==> src/rtl/pipeline_hazard_ctl_pkg.sv <==
// Shared definitions for the decode/prelaunch hazard controller: FSM states,
// ins_flags bit positions, forward-select encoding and control-transfer decode.
package pipeline_hazard_ctl_pkg;

  typedef enum logic [2:0] {
    ST_NORMAL     = 3'd0,
    ST_DATA_STALL = 3'd1,
    ST_MD_STALL   = 3'd2,
    ST_CONTROL    = 3'd3,
    ST_ISR_ENTER  = 3'd4
  } state_e;

  // ins_flags = {typeR_ALU, typeR_jr, typeI_ALU, typeI_Branch, typeI_Load, typeI_Store, typeJ, typeCP0_eret}
  localparam int FLAG_R_ALU    = 7;
  localparam int FLAG_R_JR     = 6;
  localparam int FLAG_I_ALU    = 5;
  localparam int FLAG_I_BRANCH = 4;
  localparam int FLAG_I_LOAD   = 3;
  localparam int FLAG_I_STORE  = 2;
  localparam int FLAG_J        = 1;
  localparam int FLAG_ERET     = 0;

  // fwd_sel value meaning "read the register file"; k+1 selects producer stage k
  localparam int FWD_SEL_GPR = 0;

  function automatic logic ctl_xfer(input logic jr, input logic j, input logic eret,
                                    input logic branch, input logic taken);
    return jr | j | eret | (branch & taken);
  endfunction

endpackage

==> src/rtl/pipeline_hazard_ctl_if.sv <==
// Prelaunch-side bundle between the decode stage and the hazard controller.
// master = pipeline/decode driving instruction and producer info; slave = controller.
interface pipeline_hazard_ctl_if #(
  parameter int REG_AW     = 5,
  parameter int NUM_SRC    = 2,
  parameter int FWD_STAGES = 3
);
  localparam int FSW = $clog2(FWD_STAGES + 1);

  logic [7:0]                   ins_flags;
  logic [NUM_SRC*REG_AW-1:0]    src_reg;
  logic [NUM_SRC-1:0]           src_valid;
  logic [FWD_STAGES*REG_AW-1:0] stage_reg_w;
  logic [FWD_STAGES-1:0]        stage_ready;
  logic [FWD_STAGES-1:0]        stage_kill;
  logic                         branch_result;
  logic                         md_start;
  logic                         md_use;
  logic                         IRQ;

  logic                         hazard_lock;
  logic [NUM_SRC*FSW-1:0]       fwd_sel;
  logic                         PC_use_PC_ctl;
  logic                         ISR_entering;
  logic                         ISR_leaving;
  logic                         md_busy;

  modport master (
    output ins_flags, src_reg, src_valid, stage_reg_w, stage_ready, stage_kill,
           branch_result, md_start, md_use, IRQ,
    input  hazard_lock, fwd_sel, PC_use_PC_ctl, ISR_entering, ISR_leaving, md_busy
  );

  modport slave (
    input  ins_flags, src_reg, src_valid, stage_reg_w, stage_ready, stage_kill,
           branch_result, md_start, md_use, IRQ,
    output hazard_lock, fwd_sel, PC_use_PC_ctl, ISR_entering, ISR_leaving, md_busy
  );

endinterface

==> src/rtl/operand_fwd_match.sv <==
// One source operand: priority match against producer stages, nearest stage wins.
// Purely combinational; flags a data hazard when the winning stage is not ready.
module operand_fwd_match #(
  parameter int REG_AW     = 5,
  parameter int FWD_STAGES = 3
) (
  input  logic [REG_AW-1:0]               src_reg,
  input  logic                            src_valid,
  input  logic [FWD_STAGES*REG_AW-1:0]    stage_reg_w,
  input  logic [FWD_STAGES-1:0]           stage_ready,
  input  logic [FWD_STAGES-1:0]           stage_kill,
  output logic [$clog2(FWD_STAGES+1)-1:0] fwd_sel,
  output logic                            data_hz
);
  localparam int FSW = $clog2(FWD_STAGES + 1);

  // Walk farthest to nearest so the lowest matching stage overwrites the rest;
  // an unready winner stalls even if a farther stage holds the same register.
  always_comb begin
    fwd_sel = '0;
    data_hz = 1'b0;
    for (int k = FWD_STAGES - 1; k >= 0; k--) begin
      if (src_valid && !stage_kill[k] &&
          stage_reg_w[k*REG_AW +: REG_AW] != '0 &&
          stage_reg_w[k*REG_AW +: REG_AW] == src_reg) begin
        fwd_sel = FSW'(k + 1);
        data_hz = ~stage_ready[k];
      end
    end
  end

endmodule

==> src/rtl/pipeline_hazard_ctl.sv <==
// Launch/hazard controller at decode/prelaunch: forwarding select, data/mult-div stalls,
// post-branch flush and CP0 IRQ/eret handshakes. Outputs combinational from next state.
module pipeline_hazard_ctl
  import pipeline_hazard_ctl_pkg::*;
#(
  parameter int REG_AW       = 5,
  parameter int NUM_SRC      = 2,
  parameter int FWD_STAGES   = 3,
  parameter int FLUSH_CYCLES = 1,
  parameter int MD_CYCLES    = 32
) (
  input  logic                 clk,
  input  logic                 rst_n,
  pipeline_hazard_ctl_if.slave bus
);
  localparam int FSW = $clog2(FWD_STAGES + 1);
  localparam int FLW = $clog2(FLUSH_CYCLES + 1);
  localparam int MDW = $clog2(MD_CYCLES + 1);

  logic [NUM_SRC*FSW-1:0] fwd_sel_raw;
  logic [NUM_SRC-1:0]     op_hz;

  for (genvar i = 0; i < NUM_SRC; i++) begin : g_op
    operand_fwd_match #(
      .REG_AW     (REG_AW),
      .FWD_STAGES (FWD_STAGES)
    ) u_match (
      .src_reg     (bus.src_reg[i*REG_AW +: REG_AW]),
      .src_valid   (bus.src_valid[i]),
      .stage_reg_w (bus.stage_reg_w),
      .stage_ready (bus.stage_ready),
      .stage_kill  (bus.stage_kill),
      .fwd_sel     (fwd_sel_raw[i*FSW +: FSW]),
      .data_hz     (op_hz[i])
    );
  end

  state_e           state_q, state_d;
  logic [FLW-1:0]   flush_q, flush_d;
  logic [MDW-1:0]   md_cnt_q, md_cnt_d;
  logic             data_hz, md_busy_int, md_hz, ctl_hz, is_eret;
  logic             lock, pc_redirect, eret_leave;
  logic             unused_flags;

  assign data_hz     = |op_hz;
  assign md_busy_int = (md_cnt_q != '0);
  assign md_hz       = bus.md_use & md_busy_int;
  assign is_eret     = bus.ins_flags[FLAG_ERET];
  assign ctl_hz      = ctl_xfer(bus.ins_flags[FLAG_R_JR], bus.ins_flags[FLAG_J], is_eret,
                                bus.ins_flags[FLAG_I_BRANCH], bus.branch_result);
  assign unused_flags = ^{bus.ins_flags[FLAG_R_ALU], bus.ins_flags[FLAG_I_ALU],
                          bus.ins_flags[FLAG_I_LOAD], bus.ins_flags[FLAG_I_STORE]};

  always_comb begin
    state_d     = state_q;
    flush_d     = flush_q;
    pc_redirect = 1'b0;
    eret_leave  = 1'b0;
    case (state_q)
      ST_CONTROL: begin
        if (flush_q != '0) begin
          flush_d = flush_q - FLW'(1);
        end else if (bus.IRQ) begin
          state_d = ST_ISR_ENTER;
        end else begin
          state_d = ST_NORMAL;
        end
      end
      ST_ISR_ENTER: state_d = ST_NORMAL;
      default: begin
        // Stalls outrank everything so an IRQ never splits a held instruction.
        if (data_hz) begin
          state_d = ST_DATA_STALL;
        end else if (md_hz) begin
          state_d = ST_MD_STALL;
        end else if (ctl_hz) begin
          state_d     = ST_CONTROL;
          flush_d     = FLW'(FLUSH_CYCLES - 1);
          eret_leave  = is_eret;
          pc_redirect = ~is_eret;
        end else if (bus.IRQ) begin
          state_d = ST_ISR_ENTER;
        end else begin
          state_d = ST_NORMAL;
        end
      end
    endcase
  end

  assign lock = (state_d != ST_NORMAL);

  // A mult/div held by a stall is not issued yet, so it must not restart the unit.
  always_comb begin
    md_cnt_d = md_cnt_q;
    if (bus.md_start && !lock) begin
      md_cnt_d = MDW'(MD_CYCLES);
    end else if (md_cnt_q != '0) begin
      md_cnt_d = md_cnt_q - MDW'(1);
    end
  end

  always_ff @(posedge clk or negedge rst_n) begin
    if (!rst_n) begin
      state_q  <= ST_NORMAL;
      flush_q  <= '0;
      md_cnt_q <= '0;
    end else begin
      state_q  <= state_d;
      flush_q  <= flush_d;
      md_cnt_q <= md_cnt_d;
    end
  end

  assign bus.hazard_lock   = rst_n & lock;
  assign bus.fwd_sel       = rst_n ? fwd_sel_raw : '0;
  assign bus.PC_use_PC_ctl = rst_n & pc_redirect;
  assign bus.ISR_leaving   = rst_n & eret_leave;
  assign bus.ISR_entering  = rst_n & (state_d == ST_ISR_ENTER);
  assign bus.md_busy       = rst_n & md_busy_int;

endmodule

==> src/flat_wrapper.sv <==
// flat-port wrapper written by rule: the top's interface ports become plain ports
module pipeline_hazard_ctl_flat import pipeline_hazard_ctl_pkg::*;
#(
  parameter int REG_AW       = 5,
  parameter int NUM_SRC      = 2,
  parameter int FWD_STAGES   = 3,
  parameter int FLUSH_CYCLES = 1,
  parameter int MD_CYCLES    = 32
)
  (clk, rst_n, bus_ins_flags, bus_src_reg, bus_src_valid, bus_stage_reg_w, bus_stage_ready, bus_stage_kill, bus_branch_result, bus_md_start, bus_md_use, bus_IRQ, bus_hazard_lock, bus_fwd_sel, bus_PC_use_PC_ctl, bus_ISR_entering, bus_ISR_leaving, bus_md_busy);
  pipeline_hazard_ctl_if #(.REG_AW(REG_AW), .NUM_SRC(NUM_SRC), .FWD_STAGES(FWD_STAGES)) bus_i ();
  input  logic clk;
  input  logic rst_n;
  input wire logic [$bits(bus_i.ins_flags)-1:0] bus_ins_flags;
  input wire logic [$bits(bus_i.src_reg)-1:0] bus_src_reg;
  input wire logic [$bits(bus_i.src_valid)-1:0] bus_src_valid;
  input wire logic [$bits(bus_i.stage_reg_w)-1:0] bus_stage_reg_w;
  input wire logic [$bits(bus_i.stage_ready)-1:0] bus_stage_ready;
  input wire logic [$bits(bus_i.stage_kill)-1:0] bus_stage_kill;
  input wire logic [$bits(bus_i.branch_result)-1:0] bus_branch_result;
  input wire logic [$bits(bus_i.md_start)-1:0] bus_md_start;
  input wire logic [$bits(bus_i.md_use)-1:0] bus_md_use;
  input wire logic [$bits(bus_i.IRQ)-1:0] bus_IRQ;
  output wire logic [$bits(bus_i.hazard_lock)-1:0] bus_hazard_lock;
  output wire logic [$bits(bus_i.fwd_sel)-1:0] bus_fwd_sel;
  output wire logic [$bits(bus_i.PC_use_PC_ctl)-1:0] bus_PC_use_PC_ctl;
  output wire logic [$bits(bus_i.ISR_entering)-1:0] bus_ISR_entering;
  output wire logic [$bits(bus_i.ISR_leaving)-1:0] bus_ISR_leaving;
  output wire logic [$bits(bus_i.md_busy)-1:0] bus_md_busy;
  assign bus_i.ins_flags = bus_ins_flags;
  assign bus_i.src_reg = bus_src_reg;
  assign bus_i.src_valid = bus_src_valid;
  assign bus_i.stage_reg_w = bus_stage_reg_w;
  assign bus_i.stage_ready = bus_stage_ready;
  assign bus_i.stage_kill = bus_stage_kill;
  assign bus_i.branch_result = bus_branch_result;
  assign bus_i.md_start = bus_md_start;
  assign bus_i.md_use = bus_md_use;
  assign bus_i.IRQ = bus_IRQ;
  assign bus_hazard_lock = bus_i.hazard_lock;
  assign bus_fwd_sel = bus_i.fwd_sel;
  assign bus_PC_use_PC_ctl = bus_i.PC_use_PC_ctl;
  assign bus_ISR_entering = bus_i.ISR_entering;
  assign bus_ISR_leaving = bus_i.ISR_leaving;
  assign bus_md_busy = bus_i.md_busy;
  pipeline_hazard_ctl #(.REG_AW(REG_AW), .NUM_SRC(NUM_SRC), .FWD_STAGES(FWD_STAGES), .FLUSH_CYCLES(FLUSH_CYCLES), .MD_CYCLES(MD_CYCLES)) u_core (.clk(clk), .rst_n(rst_n), .bus(bus_i));
endmodule
==> config.mk <==
export PLATFORM = sky130hd
export DESIGN_NAME = pipeline_hazard_ctl_flat
export DESIGN_NICKNAME = d
export VERILOG_FILES = /design/src/rtl/pipeline_hazard_ctl_pkg.sv /design/src/rtl/pipeline_hazard_ctl_if.sv /design/src/rtl/operand_fwd_match.sv /design/src/rtl/pipeline_hazard_ctl.sv /design/src/flat_wrapper.sv
export SDC_FILE = /design/constraint.sdc
export NUM_CORES = 1
export LEC_CHECK = 0
export BUFFER_PORTS_ARGS = -buffer_cell sky130_fd_sc_hd__clkbuf_2
export CORE_UTILIZATION = 32
export DETAILED_ROUTE_END_ITERATION = 8
export HOLD_SLACK_MARGIN = 0.08
export PLACE_DENSITY_LB_ADDON = 0.2
export SYNTH_ARGS = -nofsm -noshare
export SYNTH_HDL_FRONTEND = slang
export SYNTH_SLANG_ARGS = --single-unit
==> constraint.sdc <==
create_clock -name clk -period 2 [get_ports clk]
set_input_delay 0.2 -clock clk [delete_from_list [all_inputs] [get_ports clk]]
set_output_delay 0.2 -clock clk [all_outputs]
set_load 0.05 [all_outputs]
==> results.yml, run 1 <==
global_route:
  grt.total_usage: 0.2091
  grt_pass1_wl_um: 5671
  antenna_found_initial: 0
  grt_pass1_vias: 1327
  grt_max_degree: 12
  grt.overflow.total: 0
hold_path:
  hold_path.class: "in -> reg"
critical_path:
  cp-start-kind: "primary input"
  reg2reg_slack_ns: 0.20
  crit_buf_inv: 4
  cpPeakStageDelay_ns: 0.32
  cp.required_ns: 1.80
  cp.arrival_ns: 2.04
  crit_chain: "buf_8 -> xor2_2 -> nor4_2 -> nand4_2 -> buf_6 -> a311oi_2 -> buf_4 -> nand2_4 -> o311a_4 -> clkbuf_16"
  critPathSlowestCell: "o311a_4"
  crit_fanout: 4
  critical-path-top-delay-family: "buffers and inverters"
  end_kind: "output port"
  crit_type: "in -> out"
power:
  p_leak_uw: 0.0009350
  power_density_nw_per_um2: 643.8
  power_uw: 1264
  max-vdd-ir-drop_mv: 0.3108
layout:
  syn_to_final_growth_pct: 82.65
  final_cell_mix: "buf_4 (42), clkbuf_2 (41), xor2_1 (22), nor2_1 (14), dfrtp_1 (9)"
  final_common_cell: "buf_4"
  diodes: 0
  layout-drive-gt1-share: 0.5259
  design_area_um2: 1963
  n_fill_cell: 286
  finalNetCount: 281
timing:
  max_freq_mhz: 446.2
  min_period_over_period: 1.121
  period_needed_ns: 2.241
  fin_ws_ns: -0.2413
  slew_violations: 0
  tightestPinTransition_ns: 0.3649
  maxSlewHeadroom: 0.7504
  rsz0062_at_grt: "yes"
  finalSetupTns_ns: -0.7707
  hold_viol_final: 0
  skew_ns: 0.002943
  setup_viol: 4
placement:
  dp_hpwl_um: 2882
  io_buffers: 51
  routabilityCongestion: 0.8638
  post_dp_cell_area_um2: 1690
logic_synthesis:
  avgSynthCellArea_um2: 8.081
  ys_seq_area_frac: 0.2095
  syn-cell-area_um2: 1075
  synth_top_flop_cell: "dfrtp_1"
  netlist.area_leader.share: 0.2095
  synth-warning-count: 0
  synthArstFlopShare: 1.000
  syn_inst: 133
  synth.distinct_cells: 40
  synth_edf_count: 0
  syn-num-nets: 181
  synth_area_leader_cell: "dfrtp_1"
  synth_area_leaders: "dfrtp_1 (21%), xor2_1 (20%), xnor2_1 (5.7%)"
  ys_seq_elements: 9
detailed_routing:
  num_vias: 1389
  vias_per_cell: 5.033
  ant_nets: 0
  totalWireLength_um: 3558
  remaining_drc_errors: 0
  dr.first_iter.drc_count: 72
  wl_per_cell_um: 12.89
  dr.pass1.iters: 4
clock_tree:
  cts.sinks: 9
  insertion_delay_ns: 0.26
  cts_tree: "yes"
  numCtsBuffers: 3
  cts-root-buf: "clkbuf_4"
  clkTransAtPathRegs_ns: 0.06
  clock_path_buffers: 2
  cts_max_level: 1
die:
  die_h_um: 59.96
  coreArea_um2: 3128
  start_util: 0.3436
  die_w_um: 59.96
  die-area_um2: 3595
  io_pins: 56
  fp-row-count: 20
status:
  status: "finished with violations"
  violations: "negative setup slack"
run:
  max_cap_viol_count: 0
-- state kept, by name, indices dropped and copies added (netlist names) --
| signal | flops |
|---|---|
| u_core.md_cnt_q | 6 |
| u_core.state_q | 3 |
-- synthesized netlist by cell type, types with 2 or more instances --
cell type,number
dfrtp_1,9
inv_1,6
nand4_1,6
nand2_1,8
nor4_1,4
xnor2_1,7
xor2_1,24
and2_1,2
nand2b_1,5
a21oi_1,8
a21boi_0,3
nor4_2,2
nor3_1,6
or3_1,2
o21ai_0,2
nor2_1,15
-- routing by layer --
metal / track usage / wire length [µm] / vias to the layer above / share of wire
met5: 0 / 0 / - / 0
met4: 0.02658 / 17 / 0 / 0.0048
met3: 0.03030 / 164 / 4 / 0.046
met2: 0.3905 / 1892 / 57 / 0.53
met1: 0.2565 / 1484 / 650 / 0.42
li1: - / - / 678 / -
-- repair_timing --
item                       4_1_cts  5_1_grt
hold endpoints to repair         9        0
setup endpoints to repair        7       14
hold buffers                     1        0
setup buffers                    5        1
resized for setup               22       23
pin swaps                        9        7
-- area by class of cell --
class                      instances  area [µm²]  share of cell area
multi-input combinational        117       938.4              0.4780
tap                               44       55.05             0.02804
inverter                           6       22.52             0.01147
timing repair buffer              96       695.7              0.3544
clock buffer                       4       26.28             0.01338
sequential                         9       225.2              0.1147
-- worst paths after layout --
path | from | to | cells after the start
max reg2reg | u_core.md_cnt_q[0] | u_core.md_cnt_q[3] | 9
min reg2reg | u_core.md_cnt_q[5] | u_core.md_cnt_q[5] | 1
min | bus_IRQ | u_core.state_q[2] | 2
min in group asynchronous | rst_n | u_core.state_q[2] | 2
max | bus_stage_reg_w[2] | bus_hazard_lock | 10
max in group asynchronous | rst_n | u_core.state_q[1] | 3
-- report_power, final --
| part | total (µW) | internal (µW) | switching, µW |
|---|---|---|---|
| clock | 144 | 77.1 | 67.0 |
| combinational | 798 | 410 | 387 |
| sequential | 322 | 265 | 56.8 |
| total | 1260 | 753 | 511 |
-- kinds of logic (layout without fill, tap and decap cells) --
kind of cell / count (synthesis) / after routing / share of synthesized area
xor+xnor: 31 / 31 / 0.2526
mux: 1 / 1 / 0.009314
fa+ha+maj: 1 / 1 / 0.01164
flops: 9 / 9 / 0.2095
compound gates: 24 / 24 / 0.1630
buf+inv: 7 / 106 / 0.02444
simple gates: 60 / 60 / 0.3294
-- metrics by stage --
step / instances / hold WS [ns] / setup WS, ns / util
6_report: 276 / 0.2359 / -0.2413 / 0.6276
5_1_grt: 276 / 0.2402 / -0.3341 / 0.6276
4_1_cts: 275 / 0.2301 / -0.3029 / 0.6032
3_5_place_dp: 265 / 0.06785 / -0.4248 / 0.5404
3_3_place_gp: 265 / 0.06141 / -0.3897 / 0.5404
2_1_floorplan: 133 / -0.09559 / -0.2812 / -
Power figures use the tool's default switching activity.
==> inputs of run 2 (changes only) <==
- CORE_MARGIN: default -> 3
==> run 2 against run 1 <==
Effect of this change: the flow still finishes with violations (negative setup slack); routed wire length is 1.0% higher; clock-buffer cell count stayed put; sequential power hardly changed; cell area is 1.1% higher; hold slack hardly changed; register-to-register slack hardly changed; die area is 14% higher; clock power is 3% lower; largest cell class unchanged; largest power group unchanged; highest routed layer unchanged.
==> results.yml, run 2 (same netlist as run 1, synthesis figures left out) <==
global_route:
  antenna_found_initial: 0
  grt_pass1_wl_um: 6175
  grt_max_degree: 11
  grt.overflow.total: 0
  grt_pass1_vias: 1382
  grt.total_usage: 0.1903
detailed_routing:
  vias_per_cell: 4.959
  dr.first_iter.drc_count: 46
  num_vias: 1334
  wl_per_cell_um: 13.36
  remaining_drc_errors: 0
  dr.pass1.iters: 4
  ant_nets: 0
  totalWireLength_um: 3595
critical_path:
  crit_fanout: 4
  cp.arrival_ns: 2.10
  end_kind: "output port"
  reg2reg_slack_ns: 0.20
  crit_buf_inv: 2
  cp-start-kind: "primary input"
  cpPeakStageDelay_ns: 0.38
  critPathSlowestCell: "o311a_4"
  critical-path-top-delay-family: "simple AND/OR/NAND/NOR gates"
  crit_chain: "buf_8 -> xor2_2 -> nor4_2 -> and4_1 -> nor2_2 -> a311oi_2 -> nand2_2 -> o311a_4 -> clkbuf_16"
  crit_type: "in -> out"
  cp.required_ns: 1.80
die:
  die_w_um: 63.96
  io_pins: 56
  die-area_um2: 4090
  fp-row-count: 20
  die_h_um: 63.96
  start_util: 0.3436
  coreArea_um2: 3128
layout:
  layout-drive-gt1-share: 0.5422
  reg.largest.list: "u_core.md_cnt_q: 6 flops, u_core.state_q: 3 flops"
  final_cell_mix: "buf_4 (39), clkbuf_2 (38), xor2_1 (20), nor2_1 (13), dfrtp_1 (9)"
  final_common_cell: "buf_4"
  largest_reg_flops: 6
  top_register: "u_core.md_cnt_q"
  diodes: 0
  syn_to_final_growth_pct: 84.63
  finalNetCount: 274
  fin_cells: 269
clock_tree:
  clkTransAtPathRegs_ns: 0.06
  cts_max_level: 1
  cts.sinks: 9
  clock_path_buffers: 2
  cts-root-buf: "clkbuf_4"
  cts_tree: "yes"
  insertion_delay_ns: 0.26
  numCtsBuffers: 3
hold_path:
  hold_path.class: "in -> reg"
timing:
  setup_viol: 4
  slew_violations: 0
  max_freq_mhz: 435.6
  period_needed_ns: 2.296
  tightestPinTransition_ns: 0.3577
  min_period_over_period: 1.148
  maxSlewHeadroom: 0.7554
  hold_ws_ns: 0.2360
  skew_ns: 0.002255
  fin_ws_ns: -0.2957
  hold_viol_final: 0
  rsz0062_at_grt: "yes"
run:
  max_cap_viol_count: 0
power:
  power_density_nw_per_um2: 631.0
  power_uw: 1252
  p_leak_uw: 0.0009158
  max-vdd-ir-drop_mv: 0.2504
placement:
  dp_hpwl_um: 2981
  routabilityCongestion: 0.8095
  io_buffers: 51
  place_inst: 261
  pre_cts_ws_ns: -0.4633
status:
  violations: "negative setup slack"
  status: "finished with violations"
## run 2: cell count changes in the layout (fill, tap and decap cells not counted), sizes merged
cell | before | now
buf | 50 | 47
clkbuf | 49 | 45
## run 2: final cells by class
cell class                 instances  area [µm²]
clock buffer                       4       26.28
inverter                           6       22.52
timing repair buffer              89       650.6
multi-input combinational        117        1005
sequential                         9       225.2
tap                               44       55.05
fill                             270        1144
## run 2: final timing paths
path / from / end / cells after the start
max: bus_src_reg[0] / bus_hazard_lock / 9
min in group asynchronous: rst_n / u_core.state_q[0] / 2
max in group asynchronous: rst_n / u_core.md_cnt_q[2] / 3
max reg2reg: u_core.md_cnt_q[0] / u_core.md_cnt_q[5] / 8
min reg2reg: u_core.md_cnt_q[5] / u_core.md_cnt_q[5] / 1
min: bus_IRQ / u_core.state_q[2] / 2
## run 2: power breakdown
group	switching (µW)	internal (µW)	total, µW
registers	57.7	265	323
clock network	63.1	76.9	140
logic	386	403	789
total	507	745	1250
## run 2: per-layer routing
layer	track usage	vias up	share of wire
met1	0.2097	620	0.40
met2	0.3587	43	0.54
met4	0.08086	0	0.012
met5	0	-	0
met3	0.02460	5	0.046
li1	-	666	-
## run 2: worst register-to-register path: cells and delay by family (launching register included)
kind | cells | cell delay [ns]
AO/OA/AOI/OAI | 2 | 0.56
flip-flops | 1 | 0.35
adder cells (fa/ha/maj) | 1 | 0.20
AND/OR/NAND/NOR | 4 | 0.53
buffers and inverters | 1 | 0.05
## run 2: repair_timing
action / 4_1_cts / 5_1_grt
cloned: 0 / 0
endpoints found under the hold margin: 9 / 0
endpoints found under the setup margin: 7 / 11
resized for setup: 22 / 40
hold buffers: 1 / 0
buffers inserted: 2 / 1
pin swaps: 9 / 11
## run 2: metrics by stage
| step | TNS, ns | cell area [µm²] | utilization |
|---|---|---|---|
| 6_report | -0.8787 | 1984 | 0.6344 |
| 5_1_grt | -1.405 | 1984 | 0.6344 |
| 4_1_cts | -1.255 | 1842 | 0.5888 |
| 3_5_place_dp | -2.789 | 1660 | 0.5308 |
| 3_3_place_gp | -1.986 | 1660 | 0.5308 |
| 2_1_floorplan | -0.6886 | 1099 | - |
==> inputs of run 3 (changes only) <==
==> constraint.sdc (replaced) <==
create_clock -name clk -period 2 [get_ports clk]
set_input_delay 0.4 -clock clk [delete_from_list [all_inputs] [get_ports clk]]
set_output_delay 0.4 -clock clk [all_outputs]
set_load 0.05 [all_outputs]
==> run 3 against run 2 <==
Effect of this change: the run still ends with negative setup slack left; non-clock buffer count increased by 20; via count up 8.5%; utilization increased by 13 points; final cell count rose by 7.4%; sequential cell count did not move; highest routed layer unchanged; clock power barely moved; die area is the same; hold slack gained 0.011 ns; fmax decreased by 16%; setup slack lost 0.45 ns; largest power group unchanged; register-to-register slack lost 0.17 ns; first-iteration DRC count down 24%.
==> results.yml, run 3 (same netlist as run 1, synthesis figures left out) <==
clock_tree:
  insertion_delay_ns: 0.27
  cts_tree: "yes"
  numCtsBuffers: 3
  clock_path_buffers: 2
  cts_max_level: 1
  cts-root-buf: "clkbuf_4"
  cts.sinks: 9
  clkTransAtPathRegs_ns: 0.07
critical_path:
  critical-path-top-delay-family: "buffers and inverters"
  cp-start-kind: "primary input"
  crit_top_cell: "buf_4"
  crit_fanout: 3
  end_kind: "output port"
  critPathSlowestCell: "a311oi_2"
  cp.required_ns: 1.60
  crit_type: "in -> out"
  crit_chain: "clkbuf_8 -> buf_6 -> nor3_1 -> a21oi_1 -> nand4_2 -> buf_4 -> a21oi_2 -> a311oi_2 -> buf_4 -> nand4_1 -> a21oi_4 -> buf_12"
  cpPeakStageDelay_ns: 0.28
  cp.arrival_ns: 2.34
  crit_buf_inv: 5
global_route:
  top_usage_layer: "met2"
  met2_usage: 0.3845
  grt.overflow.total: 0
  grt_pass1_wl_um: 6396
  grt.total_usage: 0.1934
  grt_max_degree: 11
  gr-usage-met3: 0.04921
  grt_use_met1: 0.1963
  antenna_found_initial: 0
  grt_pass1_vias: 1546
timing:
  fin_ws_ns: -0.7409
  rsz0062_at_grt: "yes"
  hold_viol_final: 0
  period_needed_ns: 2.741
  min_period_over_period: 1.370
  max_freq_mhz: 364.8
  tightestPinTransition_ns: 0.3737
  maxSlewHeadroom: 0.7444
  setup_viol: 16
  skew_ns: 0.005965
  slew_violations: 0
layout:
  largest_reg_flops: 6
  layout-drive-gt1-share: 0.6449
  top_register: "u_core.md_cnt_q"
  finalNetCount: 294
  diodes: 0
  syn_to_final_growth_pct: 121.4
  final_cell_mix: "buf_4 (41), clkbuf_2 (33), buf_6 (20), xor2_1 (15), nor2_1 (10)"
  final_common_cell: "buf_4"
  design_area_um2: 2380
  reg.largest.list: "u_core.md_cnt_q: 6 flops, u_core.state_q: 3 flops"
detailed_routing:
  dr.pass1.iters: 4
  wl_per_cell_um: 15.55
  dr.first_iter.drc_count: 35
  totalWireLength_um: 4494
  vias_per_cell: 5.010
  remaining_drc_errors: 0
  ant_nets: 0
  num_vias: 1448
status:
  status: "finished with violations"
  violations: "negative setup slack"
placement:
  dp_hpwl_um: 3078
  routabilityCongestion: 0.9193
  io_buffers: 51
  post_dp_cell_area_um2: 1856
die:
  die_h_um: 63.96
  die_w_um: 63.96
  fp-row-count: 20
  die-area_um2: 4090
  start_util: 0.3436
  coreArea_um2: 3128
  io_pins: 56
power:
  power_density_nw_per_um2: 629.4
  max-vdd-ir-drop_mv: 0.3021
  power_uw: 1498
  p_leak_uw: 0.001078
run:
  max_cap_viol_count: 0
hold_path:
  hold_path.class: "in -> async"
-- run 3: changes by cell type in the layout (fill, tap and decap cells not counted), moves of 3 or more --
cell      delta
buf_6       +16
clkbuf_2     -5
buf_12       +4
xor2_2       +5
xor2_1       -5
nor2_1       -3
-- run 3: area by class of cell --
cell class,count,area (µm²)
Sequential cell,9,225.2
Inverter,6,22.52
Timing Repair Buffer,109,944.7
Tap cell,44,55.05
Multi-Input combinational cell,117,1105
Fill cell,194,748.2
Clock buffer,3,22.52
Clock inverter,1,5.005
-- run 3: where the power goes --
group / leakage [µW] / switching [µW] / internal (µW)
clock: 0.0000177 / 68.5 / 73.9
sequential: 0.000109 / 54.5 / 265
combinational: 0.000951 / 489 / 547
-- run 3: routing by layer --
metal | vias to the layer above | wire [µm]
met1 | 697 | 1664
met5 | - | 0
met2 | 45 | 2582
met3 | 4 | 208
met4 | 0 | 39
li1 | 702 | -
-- run 3: final timing paths --
kind,to,slack [ns],from,cells past startpoint
setup / recovery,bus_ISR_entering,-0.74,bus_stage_reg_w[1],12
max in group asynchronous,u_core.state_q[0],1.26,rst_n,2
min in group clk,u_core.state_q[2],0.44,bus_IRQ,2
hold reg to reg,u_core.md_cnt_q[5],0.63,u_core.md_cnt_q[5],2
hold / removal,u_core.md_cnt_q[5],0.25,rst_n,2
setup reg to reg,u_core.md_cnt_q[5],0.03,u_core.md_cnt_q[1],9
-- run 3: what timing repair did --
action / 4_1_cts / 5_1_grt
setup buffers: 7 / 3
endpoints found under the hold margin: 1 / 0
resized for setup: 48 / 46
pin swaps: 21 / 20
hold buffers: 1 / 0
setup endpoints to repair: 16 / 18
-- run 3: metrics by stage --
| step | hold WS (ns) | util | setup slack, ns | std cells | TNS [ns] |
|---|---|---|---|---|---|
| floorplan | 0.1044 | - | -0.6711 | 133 | -2.592 |
| global placement | 0.2430 | 0.5932 | -0.7714 | 277 | -7.866 |
| detailed placement | 0.2511 | 0.5932 | -0.8325 | 277 | -8.367 |
| CTS | 0.1995 | 0.6984 | -0.7475 | 286 | -5.302 |
| global route | 0.2633 | 0.7608 | -0.8155 | 289 | -7.622 |
| finish | 0.2469 | 0.7608 | -0.7409 | 289 | -6.579 |
